==> src/rtl/dffn_pipe_bank.sv <==
// dffn_pipe_bank: WIDTH-bit, DEPTH-stage pipeline of falling-edge registers.
// Each stage carries a valid bit. The bank supports stall (EN), synchronous SET
// and FLUSH, and an occupancy count that always equals the number of valid stages.
// Optional scan chain over all state bits: define DFFN_PIPE_BANK_SCAN_EN to add
// the SE/SI/SO ports.
module dffn_pipe_bank #(
    parameter int               WIDTH     = 8,
    parameter int               DEPTH     = 3,
    parameter logic [WIDTH-1:0] RESET_VAL = {WIDTH{1'b0}},
    parameter logic [WIDTH-1:0] SET_VAL   = {WIDTH{1'b1}}
) (
    input  logic                       CLK,
    input  logic                       RST,
    input  logic                       EN,
    input  logic                       SET,
    input  logic                       FLUSH,
    input  logic [WIDTH-1:0]           D,
    input  logic                       D_VLD,
`ifdef DFFN_PIPE_BANK_SCAN_EN
    input  logic                       SE,
    input  logic                       SI,
    output logic                       SO,
`endif
    output logic [WIDTH-1:0]           Q,
    output logic                       Q_VLD,
    output logic [$clog2(DEPTH+1)-1:0] COUNT
);

    localparam int CW = $clog2(DEPTH+1);

    // Registered state
    logic [WIDTH-1:0] data_r   [DEPTH];
    logic [DEPTH-1:0] vld_r;
    logic [CW-1:0]    cnt_r;

    // Contents after a one-stage advance
    logic [WIDTH-1:0] data_adv [DEPTH];
    logic [DEPTH-1:0] vld_adv;
    logic [CW-1:0]    cnt_adv;

    // Next state of the functional (non-scan) path
    logic [WIDTH-1:0] data_fn  [DEPTH];
    logic [DEPTH-1:0] vld_fn;
    logic [CW-1:0]    cnt_fn;

    // Next state actually loaded at the falling edge
    logic [WIDTH-1:0] data_nx  [DEPTH];
    logic [DEPTH-1:0] vld_nx;
    logic [CW-1:0]    cnt_nx;

    // Stage 0 takes the input word; every other stage takes its predecessor.
    // Invalid words shift like valid ones, so bubbles are never collapsed.
    assign data_adv[0] = D;
    assign vld_adv[0]  = D_VLD;
    for (genvar i = 1; i < DEPTH; i++) begin : g_shift
        assign data_adv[i] = data_r[i-1];
        assign vld_adv[i]  = vld_r[i-1];
    end

    // One word may enter and one may leave per advance; both together cancel.
    assign cnt_adv = cnt_r + CW'(D_VLD) - CW'(vld_r[DEPTH-1]);

    // SET over FLUSH over EN. Conditional operators are used so an unknown
    // control merges the candidate values to X instead of silently picking one.
    for (genvar i = 0; i < DEPTH; i++) begin : g_fn
        assign data_fn[i] = SET ? SET_VAL : (FLUSH ? data_r[i] : (EN ? data_adv[i] : data_r[i]));
    end
    assign vld_fn = SET ? '0 : (FLUSH ? '0 : (EN ? vld_adv : vld_r));
    assign cnt_fn = SET ? '0 : (FLUSH ? '0 : (EN ? cnt_adv : cnt_r));

`ifdef DFFN_PIPE_BANK_SCAN_EN
    localparam int SW = WIDTH + 1;
    localparam int NB = DEPTH * SW;

    logic [NB-1:0]    chain_cur;
    logic [NB-1:0]    chain_sh;
    logic [WIDTH-1:0] data_sc  [DEPTH];
    logic [DEPTH-1:0] vld_sc;

    function automatic logic [CW-1:0] popcount(input logic [DEPTH-1:0] v);
        logic [CW-1:0] c;
        c = '0;
        for (int i = 0; i < DEPTH; i++) c = c + CW'(v[i]);
        return c;
    endfunction

    // Chain order per stage: valid bit first, then data LSB to MSB; stage 0 nearest SI.
    for (genvar i = 0; i < DEPTH; i++) begin : g_chain
        assign chain_cur[i*SW]            = vld_r[i];
        assign chain_cur[i*SW+1 +: WIDTH] = data_r[i];
        assign vld_sc[i]                  = chain_sh[i*SW];
        assign data_sc[i]                 = chain_sh[i*SW+1 +: WIDTH];
        assign data_nx[i]                 = SE ? data_sc[i] : data_fn[i];
    end
    assign chain_sh = {chain_cur[NB-2:0], SI};
    assign vld_nx   = SE ? vld_sc : vld_fn;
    // After a scan shift the count is rebuilt from the valid bits that landed.
    assign cnt_nx   = SE ? popcount(vld_sc) : cnt_fn;
    assign SO       = data_r[DEPTH-1][WIDTH-1];
`else
    for (genvar i = 0; i < DEPTH; i++) begin : g_nx
        assign data_nx[i] = data_fn[i];
    end
    assign vld_nx = vld_fn;
    assign cnt_nx = cnt_fn;
`endif

    // State register: asynchronous reset, otherwise load next state on falling CLK.
    always_ff @(negedge CLK or posedge RST) begin
        if (RST) begin
            for (int i = 0; i < DEPTH; i++) data_r[i] <= RESET_VAL;
            vld_r <= '0;
            cnt_r <= '0;
        end else begin
            for (int i = 0; i < DEPTH; i++) data_r[i] <= data_nx[i];
            vld_r <= vld_nx;
            cnt_r <= cnt_nx;
        end
    end

    assign Q     = data_r[DEPTH-1];
    assign Q_VLD = vld_r[DEPTH-1];
    assign COUNT = cnt_r;

endmodule

==> config.mk <==
export PLATFORM = sky130hd
export DESIGN_NAME = dffn_pipe_bank
export DESIGN_NICKNAME = d
export VERILOG_FILES = /design/src/rtl/dffn_pipe_bank.sv
export SDC_FILE = /design/constraint.sdc
export NUM_CORES = 1
export LEC_CHECK = 0
export CAP_MARGIN = 15
export CORE_MARGIN = 4
export CORE_UTILIZATION = 50
export DETAILED_ROUTE_END_ITERATION = 16
export GPL_ROUTABILITY_DRIVEN = 0
export PLACE_DENSITY = 0.73
export SYNTH_ARGS = -nofsm -noshare
export SYNTH_HDL_FRONTEND = slang
export SYNTH_SLANG_ARGS = --single-unit
==> constraint.sdc <==
create_clock -name CLK -period 1.95 [get_ports CLK]
set_clock_uncertainty 0.15 [all_clocks]
set_input_delay 0.585 -clock CLK [delete_from_list [all_inputs] [get_ports CLK]]
set_output_delay 0.585 -clock CLK [all_outputs]
set_load 0.005 [all_outputs]
==> results.md <==
* Status: complete, but fails checks
* Failing checks: setup timing
* Clk pin slew, worst setup/hold paths at 0.06 ns
* CP cell instances: buf_2
* Number of gates on the worst path with buffers counted at 1
* Syn Nets at 121
* WL final at 3.09 mm
* CP max stage delay at 0.42 ns
* Crit start category: flop
* Final worst-path setup slack at -0.615 ns
* Initial antenna violation count at 0
* Vias post-DR at 976
* RSZ-0062 raised after global routing: true
* Final Setup Violations at 40
* Synth Instances at 105
* Syn. warnings at 0
* Die footprint at 3490 um2
* Global-route usage over all layers at 0.204
* PortBufs at 24
* Pwr Total at 1.22 mW
* Starting Density at 0.526
* First-pass GRT wire length at 5.07 mm
* Pin count of the biggest net entering global routing at 21
* Die height at 59.1 um
* Final ANT Viol Nets at 0
* Leak at 0.808 nW
* Total CTS buffers at 5
* Inserted Diodes at 0
* Slew Viols, Final at 0
* Final #Nets at 170
* CP delay by family, top: flip-flops
* H-tree depth at 2
* Placed instance count at 162
* Vias per cell at 5.28
* Core area at 2480 um2
* Maxcap violations at 0
* Share of cells above drive strength 1 at 0.413
* DRC viols at 0
* Fin cells at 185
* Synth area leader: dfrtn_1
* Worst Tran Pin Value at 0.342 ns
* Share of the synthesized area in the top cell type at 0.557
* # fillers at 158
* Area of the multi-input gates at 577 um2
* Grt ovf at 0
* TritonCTS clock tree: done
* Post-synthesis sequential area ratio at 0.557
* FF/Latch Area at 726 um2
* Layout Area Growth over Synthesis at 47.3%
* Post-CTS Hold Buffers at 0
* CP max FO at 2
* Worst Path Arrival at 1.83 ns
* Depth of the most critical reg-to-reg path at 8
* Initial DRC count at 28
* Pwr Density at 637 nW/um2
* Clock latency on the worst-skew pair at 0.31 ns
* Setup WS pre-CTS at -1.12 ns
* HP Class: reg2reg
* # clock sinks at 29
* TNS Setup at -16.61 ns
* Synth Cell Area at 1300 um2
* CP max-delay cell: dfrtn_1
* Clk root buf: clkbuf_4
* Top cells by area, synth: dfrtn_1, a211o_1, nor2b_1
* Horiz. Die Dim at 59.1 um
* Site Rows at 18
* Synth Register Bits at 29
* Post-DP HPWL at 1.62 mm
* Fin. Hold Viols at 0
* Avg Cell Area, Syn at 12.4 um2
* Slew Limit Headroom at 0.772
* Hold path depth at 1
* Vias in the first global route at 1015
* WHS at 0.280 ns
* Longest Clk Path Bufs at 2
* Drt wl/cell at 16.7 um
* First-pass DRT Iterations at 4
* CP endpoint kind: output pin
* CP Buf/Inv Count at 1
* Post-synth cell types at 16
* CP Class: reg2out
* Worst EP required at 1.21 ns
* # IOs at 25
* Worst vdd ir at 0.000610 V
[metal layers]
metal	vias to the layer above	global-route usage	wire, um
li1	473	-	-
met1	474	0.260	1340
met2	24	0.330	1560
met3	5	0.0654	144
met4	0	0.0680	42
met5	-	0	0
[report_power, final]
| part | switching, mW | internal [mW] |
|---|---|---|
| clock network | 0.191 | 0.143 |
| registers | 0.0153 | 0.639 |
| logic | 0.0980 | 0.138 |
| total | 0.304 | 0.920 |
[synth_stat cells]
master and instances:
mux2i_1 4, ha_1 2, buf_2 1, nor2b_1 24
xor2_1 1, nor2b_4 1, inv_1 4, dfrtn_1 29
buf_6 4, a31o_2 1, buf_4 1, clkbuf_1 2
nor3_1 5, clkbuf_4 1, a2111oi_0 1, a211o_1 24
[metrics by stage]
| step | utilization | instance area, um2 |
|---|---|---|
| after detailed placement | 0.662 | 1640 |
| after floorplan | - | 1330 |
| after global routing | 0.775 | 1920 |
| after CTS | 0.772 | 1910 |
| final | 0.775 | 1920 |
| after global placement | 0.662 | 1640 |
[flip-flops by register name (all words and copies together), names as in the netlist]
name	flops
vld_r	3
data_adv	16
Q	8
COUNT	2
[layout by cell type (no fill, tap or decap)]
cell type	n
a2111oi_2	1
a211o_1	24
a31o_4	1
buf_12	2
buf_16	1
buf_2	12
buf_4	10
buf_6	12
buf_8	4
clkbuf_1	3
clkbuf_16	1
clkbuf_4	5
clkdlybuf4s50_1	9
clkinvlp_4	1
dfrtn_1	29
ha_1	1
ha_4	1
inv_1	3
mux2i_1	3
mux2i_4	1
nor2b_1	15
nor2b_2	9
nor2b_4	1
nor3_1	4
nor3_2	1
xor2_4	1
[logic make-up after synthesis]
logic type | Yosys count | synth area share
AO/OA/AOI/OAI | 26 | 0.175
XOR/XNOR | 1 | 0.00672
adder cells (fa/ha/maj) | 2 | 0.0192
buffers and inverters | 13 | 0.0672
flip-flops | 29 | 0.557
multiplexers | 4 | 0.0307
AND/OR/NAND/NOR | 30 | 0.145
[worst paths after layout]
kind	to	slack, ns	from
setup / recovery	COUNT[0]	-0.62	COUNT[0]$_DFFE_NP0P_
hold / removal	Q[0]$_DFFE_NP0P_	0.28	data_adv[0]$_DFFE_NP0P_
setup reg to reg	COUNT[1]$_DFFE_NP0P_	0.09	COUNT[0]$_DFFE_NP0P_
hold reg to reg	Q[0]$_DFFE_NP0P_	0.28	data_adv[0]$_DFFE_NP0P_
max in group asynchronous	data_adv[7]$_DFFE_NP0P_	0.11	RST
min in group asynchronous	data_adv[2]$_DFFE_NP0P_	1.36	RST
[area by class of cell]
type / count / area share
Inverter: 4 / 0.00977
Multi-Input combinational cell: 63 / 0.300
Timing Repair Buffer: 51 / 0.267
Tap cell: 30 / 0.0195
Clock buffer: 8 / 0.0254
Sequential cell: 29 / 0.378
[timing repair]
action | in CTS | in global routing
endpoints found under the hold margin | 0 | 0
buffers inserted | 12 | 3
gates cloned | 4 | 1
resized for setup | 89 | 17
setup endpoints to repair | 40 | 40
pin swaps | 29 | 7
No activity file was read; power rests on OpenSTA's default activity.
